--- src/rtl/hazard_sequencer.sv ---
// hazard_sequencer: stall/flush/forward control for the 5-stage RV32I pipeline.
// Optional HAZ_PERF_CNT_EN adds the stall_cycles / flush_events counters.
module hazard_sequencer #(
    parameter int DATA_WIDTH     = 32,
    parameter int REG_ADDR_WIDTH = 5,
    parameter int TIMEOUT_CYCLES = 64,
    parameter int CNT_WIDTH      = 7
) (
    input  logic                      clk,
    input  logic                      rst_n,
    input  logic [REG_ADDR_WIDTH-1:0] Rs1D,
    input  logic [REG_ADDR_WIDTH-1:0] Rs2D,
    input  logic [REG_ADDR_WIDTH-1:0] Rs1E,
    input  logic [REG_ADDR_WIDTH-1:0] Rs2E,
    input  logic [REG_ADDR_WIDTH-1:0] RdE,
    input  logic                      ResultSrcE0,
    input  logic                      PCSrcE,
    input  logic [REG_ADDR_WIDTH-1:0] RdM,
    input  logic [REG_ADDR_WIDTH-1:0] RdW,
    input  logic                      RegWriteM,
    input  logic                      RegWriteW,
    input  logic                      mem_req_M,
    input  logic                      mem_ready_M,
    output logic                      StallF,
    output logic                      StallD,
    output logic                      StallE,
    output logic                      StallM,
    output logic                      FlushD,
    output logic                      FlushE,
    output logic                      FlushW,
    output logic [1:0]                ForwardAE,
    output logic [1:0]                ForwardBE,
    output logic                      mem_timeout
`ifdef HAZ_PERF_CNT_EN
    ,
    output logic [DATA_WIDTH-1:0]     stall_cycles,
    output logic [DATA_WIDTH-1:0]     flush_events
`endif
);

    typedef enum logic [1:0] {
        RUN      = 2'd0,
        MEM_WAIT = 2'd1,
        TIMEOUT  = 2'd2
    } state_t;

    localparam logic [CNT_WIDTH-1:0] CNT_ONE = CNT_WIDTH'(1);
    localparam logic [CNT_WIDTH-1:0] TO_CNT  = CNT_WIDTH'(TIMEOUT_CYCLES);

    if ((2 ** CNT_WIDTH) <= TIMEOUT_CYCLES || DATA_WIDTH < 1) begin : g_param_chk
        $error("hazard_sequencer: CNT_WIDTH too small for TIMEOUT_CYCLES");
    end

    state_t               state_q;
    state_t               state_d;
    logic [CNT_WIDTH-1:0] wait_cnt_q;
    logic [CNT_WIDTH-1:0] wait_cnt_d;

    logic mem_stall;
    logic lw_stall;
    logic hold;
    logic resolve;

    assign mem_stall = mem_req_M & ~mem_ready_M;
    assign lw_stall  = ResultSrcE0 & (RdE != '0) &
                       ((Rs1D == RdE) | (Rs2D == RdE));

    always_ff @(posedge clk or negedge rst_n) begin
        if (!rst_n) begin
            state_q    <= RUN;
            wait_cnt_q <= '0;
        end else begin
            state_q    <= state_d;
            wait_cnt_q <= wait_cnt_d;
        end
    end

    // hold freezes F..M and bubbles W; resolve applies branch/load-use rules
    always_comb begin
        state_d     = state_q;
        wait_cnt_d  = wait_cnt_q;
        hold        = 1'b0;
        resolve     = 1'b0;
        StallF      = 1'b0;
        StallD      = 1'b0;
        StallE      = 1'b0;
        StallM      = 1'b0;
        FlushD      = 1'b0;
        FlushE      = 1'b0;
        FlushW      = 1'b0;
        mem_timeout = 1'b0;

        unique case (state_q)
            RUN: begin
                if (mem_stall) begin
                    hold       = 1'b1;
                    state_d    = MEM_WAIT;
                    wait_cnt_d = CNT_ONE;
                end else begin
                    resolve = 1'b1;
                end
            end
            MEM_WAIT: begin
                if (mem_stall) begin
                    hold = 1'b1;
                    if (wait_cnt_q == TO_CNT) begin
                        state_d = TIMEOUT;
                    end else begin
                        wait_cnt_d = wait_cnt_q + CNT_ONE;
                    end
                end else begin
                    // ready, or request withdrawn: both end the wait
                    state_d    = RUN;
                    wait_cnt_d = '0;
                    resolve    = 1'b1;
                end
            end
            TIMEOUT: begin
                hold        = 1'b1;
                mem_timeout = 1'b1;
            end
            default: begin
                state_d    = RUN;
                wait_cnt_d = '0;
            end
        endcase

        if (hold) begin
            StallF = 1'b1;
            StallD = 1'b1;
            StallE = 1'b1;
            StallM = 1'b1;
            FlushW = 1'b1;
        end else if (resolve) begin
            if (PCSrcE) begin
                FlushD = 1'b1;
                FlushE = 1'b1;
            end else if (lw_stall) begin
                StallF = 1'b1;
                StallD = 1'b1;
                FlushE = 1'b1;
            end
        end

        if (!rst_n) begin
            StallF      = 1'b0;
            StallD      = 1'b0;
            StallE      = 1'b0;
            StallM      = 1'b0;
            FlushD      = 1'b1;
            FlushE      = 1'b1;
            FlushW      = 1'b1;
            mem_timeout = 1'b0;
        end
    end

    function automatic logic [1:0] fwd_sel(
        input logic [REG_ADDR_WIDTH-1:0] rs
    );
        if (RegWriteM && (RdM != '0) && (RdM == rs)) begin
            return 2'b10;
        end else if (RegWriteW && (RdW != '0) && (RdW == rs)) begin
            return 2'b01;
        end
        return 2'b00;
    endfunction

    always_comb begin
        ForwardAE = 2'b00;
        ForwardBE = 2'b00;
        if (rst_n) begin
            ForwardAE = fwd_sel(Rs1E);
            ForwardBE = fwd_sel(Rs2E);
        end
    end

`ifdef HAZ_PERF_CNT_EN
    logic [DATA_WIDTH-1:0] stall_cnt_q;
    logic [DATA_WIDTH-1:0] flush_cnt_q;

    always_ff @(posedge clk or negedge rst_n) begin
        if (!rst_n) begin
            stall_cnt_q <= '0;
            flush_cnt_q <= '0;
        end else begin
            if (StallF && (stall_cnt_q != '1)) begin
                stall_cnt_q <= stall_cnt_q + DATA_WIDTH'(1);
            end
            if ((FlushD || FlushE) && (flush_cnt_q != '1)) begin
                flush_cnt_q <= flush_cnt_q + DATA_WIDTH'(1);
            end
        end
    end

    assign stall_cycles = stall_cnt_q;
    assign flush_events = flush_cnt_q;
`endif

endmodule

--- config.mk ---
export PLATFORM = sky130hd
export DESIGN_NAME = hazard_sequencer
export DESIGN_NICKNAME = d
export VERILOG_FILES = /design/src/rtl/hazard_sequencer.sv
export SDC_FILE = /design/constraint.sdc
export NUM_CORES = 1
export LEC_CHECK = 0
export BUFFER_PORTS_ARGS = -buffer_cell sky130_fd_sc_hd__buf_2
export CORE_MARGIN = 2
export CORE_UTILIZATION = 40
export CTS_CLUSTER_DIAMETER = 40
export DETAILED_ROUTE_END_ITERATION = 8
export GPL_TIMING_DRIVEN = 0
export PLACE_DENSITY = 0.76
export REMOVE_ABC_BUFFERS = 1
export SLEW_MARGIN = 0
export SYNTH_ARGS = -nofsm -noshare
export SYNTH_HDL_FRONTEND = slang
export SYNTH_SLANG_ARGS = --single-unit
export TNS_END_PERCENT = 100
--- constraint.sdc ---
create_clock -name clk -period 1.4 [get_ports clk]
set_clock_uncertainty 0.1 [all_clocks]
set_input_delay 0 -clock clk [delete_from_list [all_inputs] [get_ports clk]]
set_output_delay 0 -clock clk [all_outputs]
set_load 0.005 [all_outputs]
==> results.json <==
{
  "status": "complete, but fails checks",
  "violations": "negative hold slack, negative setup slack",
  "avgSynthCellArea_um2": 8.39,
  "final_common_cell": "buf_2",
  "relSlewSlack_pct": 72.1,
  "finalSetupViolations": 6,
  "hold_ws_ns": -0.491,
  "critical_path_required_ns": 1.30,
  "swShare_pct": 31.7,
  "synth_largest_area_cell": "dfrtp_1",
  "crit_arrival_ns": 1.41,
  "ant_nets": 0,
  "yosysWarnings": 0,
  "place_inst": 195,
  "critPathCaptureType": "output pin",
  "p_int_mw": 0.516,
  "ctsRootBufferMaster": "clkbuf_4",
  "seqPwrFrac_pct": 36.5,
  "slew_viol_final": 0,
  "num_rows": 17,
  "cts_made_buffers": 3,
  "cellLeakagePower_nw": 0.653,
  "syn-cell-area_um2": 982,
  "hp-class": "in2async",
  "hold_viol_final": 9,
  "r2r_cells": 4,
  "clockBufferDepth": 2,
  "cp-startpoint": "state_q[1]$_DFFE_PN0P_",
  "p_per_area_nw_per_um2": 537,
  "start_util_pct": 43.2,
  "ff2ff_setup_slack_ns": -0.05,
  "start_kind": "register",
  "maxCapViolations": 0,
  "cts.sinks": 9,
  "combinationalPowerShare_pct": 36.1,
  "num-nets-final": 221,
  "vias_per_cell": 5.17,
  "drive_gt1_share_pct": 47.4,
  "irDropWorstVdd_mv": 0.435,
  "mostFrequentLayoutCells": "buf_2, xor2_1, xnor2_1, nand2_1, inv_1",
  "ios": 55,
  "critPathKind": "reg2out",
  "place_hpwl_mm": 1.97,
  "setup_ws_ns": -0.110,
  "antennaDiodeCount": 0,
  "ys_seq_area_share_pct": 22.9,
  "num-fill-cells": 191,
  "htreeDepth": 1,
  "antenna_found_initial": 0,
  "r2r_start": "state_q[1]$_DFFE_PN0P_",
  "grt_pass1_vias": 977,
  "worst_pin_slew_ns": 0.415,
  "ff_latch_area_um2": 229,
  "drc": 0,
  "clock_latency_ns": 0.27,
  "synth.area.top_cells": "dfrtp_1, xor2_1, xnor2_1",
  "fp.coreArea_um2": 2280,
  "synth_edf_count": 0,
  "yosysUniqueCellTypes": 37,
  "rsz0062_at_grt": "yes",
  "die_h_um": 53.6,
  "critPathMaxFanout": 5,
  "first_pass_iters": 4,
  "wire_per_inst_um": 12.2,
  "ys.flop_type": "dfrtp_1",
  "dr_total_vias": 1049,
  "final_area_um2": 1410,
  "stdcell_count": 203,
  "grt_max_degree": 19,
  "ys_async_sr_fraction_pct": 100,
  "die_area_um2": 2870,
  "drt_iter0_drc": 8,
  "synth_top_area_share_pct": 22.9,
  "portBuffers": 54,
  "p_clk_share_pct": 27.5,
  "place.gp.congestion": 0.797,
  "cts_tree": "yes",
  "die_w_um": 53.6,
  "dp_slack_ns": -0.263,
  "clk_pin_slew_ns": 0.06,
  "grt_first_pass_wirelength_mm": 4.13,
  "overflow": 0,
  "detailed_place.area_um2": 1260,
  "synth_cells": 117,
  "power.switching_mw": 0.240,
  "multi_input_area_um2": 785,
  "rr_endpoint": "wait_cnt_q[0]$_DFFE_PN0P_",
  "wl_mm": 2.48,
  "fin_crit_sh_pct": 108,
  "fmax_mhz": 662,
  "synth-seq-cells": 9,
  "period_needed_ns": 1.51,
  "syn_to_final_growth_pct": 43.3,
  "grtUsageTotal_pct": 19.3
}
-- metrics by stage --
stage / utilization, % / TNS (ns) / power [mW] / hold slack, ns
2_1_floorplan: - / -0.340 / 0.395 / -0.396
3_3_place_gp: 55.5 / -0.863 / 0.514 / -0.182
3_5_place_dp: 55.5 / -0.981 / 0.522 / -0.183
4_1_cts: 59.8 / -0.452 / 0.747 / -0.462
5_1_grt: 61.8 / -1.15 / 0.808 / -0.493
6_report: 61.8 / -0.345 / 0.755 / -0.491
-- flip-flops by register name, summed over array words and instances (netlist names) --
register and count:
state_q 2, wait_cnt_q 7
-- layer usage --
metal	up-vias	share of wire [%]	GRT usage (%)	routed length, µm
met5	-	0	0	0
met4	0	0	4.27	0
met3	0	7.1	5.56	177
met2	38	51	34.6	1270
met1	481	42	22.8	1030
li1	530	-	-	-
-- cell families after synthesis --
group                      Yosys count  synth area share [%]
AOI/OAI and AO/OA                   21                  14.8
buffers and inverters               11                  5.09
adders and majority gates            2                  2.55
xor gates and xnor gates            33                  29.4
DFF                                  9                  22.9
and+or+nand+nor                     41                  25.2
-- worst max-delay path by stage --
stage               slack [ns]                        end  cells past startpoint
finish                   -0.11                     StallF                      4
global placement         -0.26  wait_cnt_q[0]$_DFFE_PN0P_                      6
global route             -0.17                     StallF                      4
detailed placement       -0.26  wait_cnt_q[0]$_DFFE_PN0P_                      6
CTS                      -0.09                     StallF                      4
floorplan                -0.12  wait_cnt_q[0]$_DFFE_PN0P_                      6
-- worst max-delay path: stages, from the launching register on --
cell and delay (ns):
dfrtp_2 0.45, a21oi_2 0.14, o211ai_1 0.14, o41ai_2 0.25, buf_2 0.17
-- power groups by stage --
stage	sequential (mW)	combinational, mW	clock (mW)
2_1_floorplan	0.280	0.115	0
3_3_place_gp	0.282	0.232	0
3_5_place_dp	0.282	0.239	0
4_1_cts	0.274	0.262	0.211
5_1_grt	0.277	0.302	0.229
6_report	0.276	0.272	0.207
-- cells in the mapped netlist, types with 3 or more instances --
master,count
nor2_1,7
nand3_1,3
dfrtp_1,9
o21ai_0,3
inv_1,7
xnor2_1,8
or4_1,4
o22ai_1,3
o211ai_1,3
xor2_1,25
nand2_1,9
-- cell type report --
cell class	instances	area share, %
Clock buffer	4	1.87
Inverter	7	1.87
Multi-Input combinational cell	97	55.7
Sequential cell	9	16.3
Tap cell	28	2.49
Timing Repair Buffer	58	21.8
-- timing repair --
| action | in CTS | in global routing |
|---|---|---|
| resized for setup | 10 | 13 |
| gates cloned | 0 | 0 |
| pin swaps | 2 | 11 |
| hold endpoints to repair | 9 | 9 |
| setup endpoints to repair | 12 | 15 |
| buffers inserted | 4 | 0 |
Note: power is estimated with default switching activity, not from simulation.
